===== src/rtl/fwd_hazard_unit.sv =====
// Forwarding-select and load-use stall generation for the 5-stage pipeline.
// Tracks destination info through EX/MEM/WB and counts stall cycles.
module fwd_hazard_unit #(
  parameter int unsigned AW = 5,
  parameter int unsigned CW = 16
) (
  input  logic          clk,
  input  logic          reset,
  input  logic [AW-1:0] id_rs,
  input  logic [AW-1:0] id_rt,
  input  logic          id_rs_used,
  input  logic          id_rt_used,
  input  logic [AW-1:0] id_dest,
  input  logic          id_regwrite,
  input  logic          id_memread,
  input  logic          flush,
  output logic [1:0]    ex_fwd_a,
  output logic [1:0]    ex_fwd_b,
  output logic          stall,
  output logic [CW-1:0] stall_count
);

  logic [AW-1:0] ex_rs, ex_rt, ex_dest;
  logic          ex_rs_used, ex_rt_used, ex_regwrite, ex_memread;
  logic [AW-1:0] mem_dest;
  logic          mem_regwrite, mem_memread;
  logic [AW-1:0] wb_dest;
  logic          wb_regwrite;

  always_ff @(posedge clk or posedge reset) begin
    if (reset) begin
      ex_rs        <= '0;
      ex_rt        <= '0;
      ex_dest      <= '0;
      ex_rs_used   <= 1'b0;
      ex_rt_used   <= 1'b0;
      ex_regwrite  <= 1'b0;
      ex_memread   <= 1'b0;
      mem_dest     <= '0;
      mem_regwrite <= 1'b0;
      mem_memread  <= 1'b0;
      wb_dest      <= '0;
      wb_regwrite  <= 1'b0;
    end else begin
      mem_dest     <= ex_dest;
      mem_regwrite <= ex_regwrite;
      mem_memread  <= ex_memread;
      wb_dest      <= mem_dest;
      wb_regwrite  <= mem_regwrite;
      // Stall and flush both collapse to one bubble
      if (stall || flush) begin
        ex_rs       <= '0;
        ex_rt       <= '0;
        ex_dest     <= '0;
        ex_rs_used  <= 1'b0;
        ex_rt_used  <= 1'b0;
        ex_regwrite <= 1'b0;
        ex_memread  <= 1'b0;
      end else begin
        ex_rs       <= id_rs;
        ex_rt       <= id_rt;
        ex_dest     <= id_dest;
        ex_rs_used  <= id_rs_used;
        ex_rt_used  <= id_rt_used;
        ex_regwrite <= id_regwrite;
        ex_memread  <= id_memread;
      end
    end
  end

  always_comb begin
    stall = 1'b0;
    if (ex_memread && ex_regwrite && (ex_dest != '0)) begin
      stall = (id_rs_used && (id_rs == ex_dest)) ||
              (id_rt_used && (id_rt == ex_dest));
    end
  end

  // A load in MEM has no data yet; the stall keeps this case from arising
  function automatic logic mem_hit(input logic [AW-1:0] r);
    return mem_regwrite && !mem_memread && (mem_dest != '0) && (mem_dest == r);
  endfunction

  function automatic logic wb_hit(input logic [AW-1:0] r);
    return wb_regwrite && (wb_dest != '0) && (wb_dest == r);
  endfunction

  always_comb begin
    ex_fwd_a = 2'b00;
    ex_fwd_b = 2'b00;
    if (ex_rs_used) begin
      if (mem_hit(ex_rs))     ex_fwd_a = 2'b01;
      else if (wb_hit(ex_rs)) ex_fwd_a = 2'b10;
    end
    if (ex_rt_used) begin
      if (mem_hit(ex_rt))     ex_fwd_b = 2'b01;
      else if (wb_hit(ex_rt)) ex_fwd_b = 2'b10;
    end
  end

  always_ff @(posedge clk or posedge reset) begin
    if (reset) begin
      stall_count <= '0;
    end else if (stall && (stall_count != '1)) begin
      stall_count <= stall_count + CW'(1);
    end
  end

endmodule


===== config.mk =====
export PLATFORM = sky130hd
export DESIGN_NAME = fwd_hazard_unit
export DESIGN_NICKNAME = d
export VERILOG_FILES = /design/src/rtl/fwd_hazard_unit.sv
export SDC_FILE = /design/constraint.sdc
export NUM_CORES = 1
export LEC_CHECK = 0
export BUFFER_PORTS_ARGS = -buffer_cell sky130_fd_sc_hd__buf_2
export CORE_ASPECT_RATIO = 2
export CORE_UTILIZATION = 50
export CTS_CLUSTER_SIZE = 8
export DETAILED_ROUTE_END_ITERATION = 8
export PLACE_DENSITY = 0.76
export SYNTH_ARGS = -nofsm -noshare
export SYNTH_HDL_FRONTEND = slang
export SYNTH_SLANG_ARGS = --single-unit

===== constraint.sdc =====
create_clock -name clk -period 2.5 [get_ports clk]
set_clock_uncertainty 0.2 [all_clocks]
set_input_delay 0.5 -clock clk [delete_from_list [all_inputs] [get_ports clk]]
set_output_delay 0.5 -clock clk [all_outputs]
set_load 0.1 [all_outputs]

After elaboration in Yosys (flattened, before gate mapping)
Cells that the tools add are included.
W data, S select, Z words.
{"block": "word_totals", "out_inout_bits": 21, "regBits": 48, "inputBits": 22, "wordCells": 53}
{"block": "classes", "n_mux": 14, "reduce_logical": 18, "add_sub_neg": 1, "n_eq_ne": 7}
{"operator": "$eq A5 B5 Y1", "n": 6}
{"operator": "$add A16 B1 Y16 const B", "n": 1}
{"operator": "$ne A16 B16 Y1 const B", "n": 1}
{"operator": "$mux W5", "n": 3}
{"operator": "$reduce_bool A5 Y1", "n": 3}
{"operator": "$logic_and A1 B1 Y1", "n": 12}
{"operator": "$mux W2", "n": 6}
{"operator": "$mux W1", "n": 5}
{"operator": "$logic_or A1 B1 Y1", "n": 2}
{"operator": "$logic_not A1 Y1", "n": 1}

Logic depth before layout (Yosys ltp)
{"block": "depth", "word_depth": 6, "depth_mapped": 7, "mapped_depth_nobuf": 6}

Worst setup path after synthesis
Ideal clock, no wire load.
{"block": "synth_path", "kind": "register to output", "from": "register mem_dest[1]", "to": "output ex_fwd_a[1]", "n_path_buf": 0, "t_arrival_ns": 3.267, "path_slack_ns": -1.467, "t_required_ns": 1.800, "stages_incl_launch_ff": 5, "path_cell_list": "dfrtp_1 or4_1 o21ai_0 nor4_1 nor3_1"}
{"block": "synth_via", "elab_chain_len": 5, "word_cells_on_any_way": 6, "classes_between": "eq/ne (1); mux (2); reduce/logical (3)"}
{"item": "start: declaration", "line_no": "25", "text": "logic [AW-1:0] mem_dest;"}
{"item": "start signal: assignment", "line_no": "45", "text": "mem_dest <= ex_dest;"}
{"item": "$reduce_bool A5 Y1", "line_no": "81", "text": "return mem_regwrite && !mem_memread && (mem_dest != '0) && (mem_dest == r);"}
{"item": "$logic_and A1 B1 Y1", "line_no": "81"}
{"item": "$logic_and A1 B1 Y1 *", "line_no": "81"}
{"item": "$mux W2 *", "line_no": "92", "text": "if (mem_hit(ex_rs)) ex_fwd_a = 2'b01;"}
{"item": "$mux W2 *", "line_no": "91", "text": "if (ex_rs_used) begin"}
{"item": "end: declaration", "line_no": "17", "text": "output logic [1:0] ex_fwd_a,"}
Mark *: on every way between the ends. The rest lies on a longest branch, timed or not.

Final worst setup path
{"block": "layout_path", "from": "register mem_dest[1]", "to": "output ex_fwd_b[1]"}
{"block": "layout_via", "elab_chain_len": 5, "word_cells_on_any_way": 6, "classes_between": "eq/ne (1); mux (2); reduce/logical (3)"}
{"item": "$reduce_bool A5 Y1", "line_no": "81"}
{"item": "$logic_and A1 B1 Y1", "line_no": "81"}
{"item": "$logic_and A1 B1 Y1 *", "line_no": "81"}
{"item": "$mux W2 *", "line_no": "96", "text": "if (mem_hit(ex_rt)) ex_fwd_b = 2'b01;"}
{"item": "$mux W2 *", "line_no": "95", "text": "if (ex_rt_used) begin"}
{"item": "end: declaration", "line_no": "18", "text": "output logic [1:0] ex_fwd_b,"}
Marked as above.

==> qor.yml <==
route:
  drtIter0Drc: 17
  routedWlPerCell_um: 15.4
  via_per_inst: 5.30
  totalWireLength_um: 4640
  dr_total_vias: 1602
  remaining_drc_errors: 0
  dr.pass1.iters: 4
  drtAntennaViolNets: 0
timing:
  relSlewSlack_pct: 67.7
  post-route-period-util_pct: 105
  finalSetupTns_ns: -0.440
  hold_viol_final: 0
  rsz0062_at_grt: "yes"
  tightestPinTransition_ns: 0.488
  fin_crit_ns: 2.62
  maxSlewViolCount: 0
  fmax_ghz: 0.382
  holdWs_ns: 0.00880
  setup_slack_ns: -0.119
  setup-violations-final: 5
global_routing:
  grt_max_degree: 23
  grt_util_met2_pct: 45.9
  met3_usage_pct: 2.69
  grt-busiest-layer: "met2"
  grt.total_usage_pct: 22.1
  overflow: 0
  grt_pass1_vias: 1647
  grt_pass1_wl_um: 7600
  grtUsageMet1_pct: 20.9
  antenna_found_initial: 0
cells_and_area:
  area_growth_pct: 25.7
  diodes: 0
  layout_common_cells: "dfrtp_1 (46), buf_2 (37), xnor2_1 (33), and2_1 (20)"
  drive_gt1_share_pct: 33.2
  fin_nets: 272
  layout_commonest_cell: "dfrtp_1"
  fill_cells: 332
power_and_ir_drop:
  switching_share_pct: 25.2
  power_frac_comb_pct: 11.2
  clockPowerShare_pct: 32.1
  p_sw_mw: 0.371
  power_density_nw_per_um2: 529
  seqPwrFrac_pct: 56.7
  ir_drop_mv: 0.517
  cellInternalPower_mw: 1.10
  p_leak_nw: 1.26
floorplanning:
  num_rows: 33
  start_util_pct: 53.2
  boundaryPins: 43
  die_y_um: 96.2
  dieArea_sq_um: 4720
  die_w_um: 49.1
  core_sq_um: 4170
worst_setup_path:
  cp-start-kind: "flip-flop"
  path_cells: "or4_4 -> o21ai_4 -> nor4_2 -> nor3_4 -> buf_12"
  cpPeakStageDelay_ns: 0.57
  cp.arrival_ns: 1.92
  worst-path-buf-inv: 1
  path_delay_family: "simple AND/OR/NAND/NOR gates"
  required_ns: 1.80
  cp_max_fo: 3
  crit_type: "reg -> out"
  crit_slowest_cell: "or4_4"
  worstSetupEndpointType: "output pin"
min_path:
  hp-class: "in -> async"
logic_synthesis:
  avgSynthCellArea_sq_um: 11.6
  yosysWarnings: 0
  synth_cell_types: 29
  syn-cell-area_sq_um: 2220
  syn_nets: 214
  ys_ff_latch: 48
  synth_top_area_cell: "dfrtp_1"
  ys_top_cells_by_area: "dfrtp_1 (54%), xnor2_1 (13%), and2_1 (5.9%)"
  synth_top_area_share_pct: 54.2
  seq_area_frac_synth_pct: 54.2
  synthCells: 191
run:
  cap_violations: 0
cts:
  clockBufferDepth: 2
  insertion_delay_ns: 0.30
  ctsRootBufferMaster: "clkbuf_8"
  cts.clk_slew.worst_paths_ns: 0.09
  cts_tree: "yes"
  cts_buffers: 5
  cts_sinks: 48
  h-tree-depth: 2
outcome:
  violations: "negative setup slack"
  status: "complete, but fails checks"
place:
  io_buffers: 42
  dpl.hpwl_um: 3610
  gp_congestion: 0.843
registers in the layout, indices dropped and copies added (netlist names):
signal and flops:
wb_dest 5, mem_dest 5, wb_regwrite 1, ex_dest 5, ex_regwrite 1, mem_regwrite 1
stall_count 16, ex_rs 5, ex_rt_used 1, ex_memread 1, mem_memread 1, ex_rs_used 1
ex_rt 5
metrics by stage:
| step | setup slack, ns | power (mW) | utilization, % | area, sq um | std cells |
|---|---|---|---|---|---|
| 6_report | -0.119 | 1.48 | 66.8 | 2790 | 302 |
| 5_1_grt | -0.202 | 1.53 | 66.8 | 2790 | 302 |
| 4_1_cts | -0.110 | 1.49 | 66.8 | 2790 | 302 |
| 3_5_place_dp | 0.127 | 1.00 | 62.5 | 2610 | 287 |
| 3_3_place_gp | 0.201 | 1.00 | 62.5 | 2610 | 287 |
| 2_1_floorplan | -0.107 | 0.950 | - | 2240 | 191 |
worst paths after layout:
kind	from	endpoint	slack (ns)	cells past startpoint
max	mem_dest[1]	ex_fwd_b[1]	-0.12	5
min	reset	stall_count[6]	0.009	2
max reg2reg	ex_dest[1]	ex_rt[0]	0.32	5
min reg2reg	mem_regwrite	wb_regwrite	0.18	0
max in group asynchronous	reset	mem_dest[1]	1.51	3
min in group clk	mem_regwrite	wb_regwrite	0.18	0
Yosys cell counts:
| cell type | number |
|---|---|
| dfrtp_1 | 48 |
| xnor2_1 | 33 |
| and2_1 | 21 |
| nand3_1 | 13 |
| xor2_1 | 12 |
| nand4_1 | 11 |
| nand2_1 | 8 |
| nor4_1 | 7 |
| nor3_1 | 5 |
| inv_1 | 4 |
| nor2_1 | 4 |
| and3_1 | 3 |
| buf_2 | 2 |
| buf_6 | 2 |
| nand3_2 | 2 |
| o21ai_0 | 2 |
| or4_1 | 2 |
| a21oi_4 | 1 |
| and2_2 | 1 |
| and3_4 | 1 |
| and4_2 | 1 |
| ha_1 | 1 |
| mux2_2 | 1 |
| nor2b_1 | 1 |
| nor3b_1 | 1 |
| o211a_4 | 1 |
| o211ai_1 | 1 |
| o22ai_2 | 1 |
| or4_4 | 1 |
cell type report:
type | count | area [sq um] | area share, %
clock buffers | 6 | 82.6 | 2.96
clock inverters | 2 | 15.0 | 0.539
inverters | 4 | 15.0 | 0.539
multi-input cells | 135 | 1020 | 36.7
flip-flops and latches | 48 | 1200 | 43.2
well taps | 52 | 65.1 | 2.33
repair buffers | 55 | 383 | 13.7
what timing repair did:
item                       CTS  global route
setup buffers                7             0
gates resized for setup      6             0
setup endpoints to repair    5             5
hold buffers                 0             0
pin swaps                    2             0
power by group through the flow:
stage / logic (mW) / registers, mW / clock network (mW)
3_5_place_dp: 0.150 / 0.854 / 0
6_report: 0.165 / 0.837 / 0.473
2_1_floorplan: 0.0909 / 0.859 / 0
4_1_cts: 0.167 / 0.837 / 0.489
5_1_grt: 0.181 / 0.841 / 0.510
3_3_place_gp: 0.147 / 0.853 / 0
metal layers:
metal  part of all wire [%]  up-vias
met5                      0        -
met4                    1.5        0
met3                    2.5        6
met2                     62       34
met1                     34      795
li1                       -      767
cells by family after synthesis:
group / count (synthesis) / share of synthesized area, %
buffers and inverters: 8 / 2.14
AND/OR/NAND/NOR: 82 / 22.0
multiplexers: 1 / 0.508
XOR/XNOR: 45 / 17.8
flip-flops: 48 / 54.2
AO/OA/AOI/OAI: 6 / 2.88
adder cells (fa/ha/maj): 1 / 0.564
Note: power is estimated with default switching activity, not from simulation.
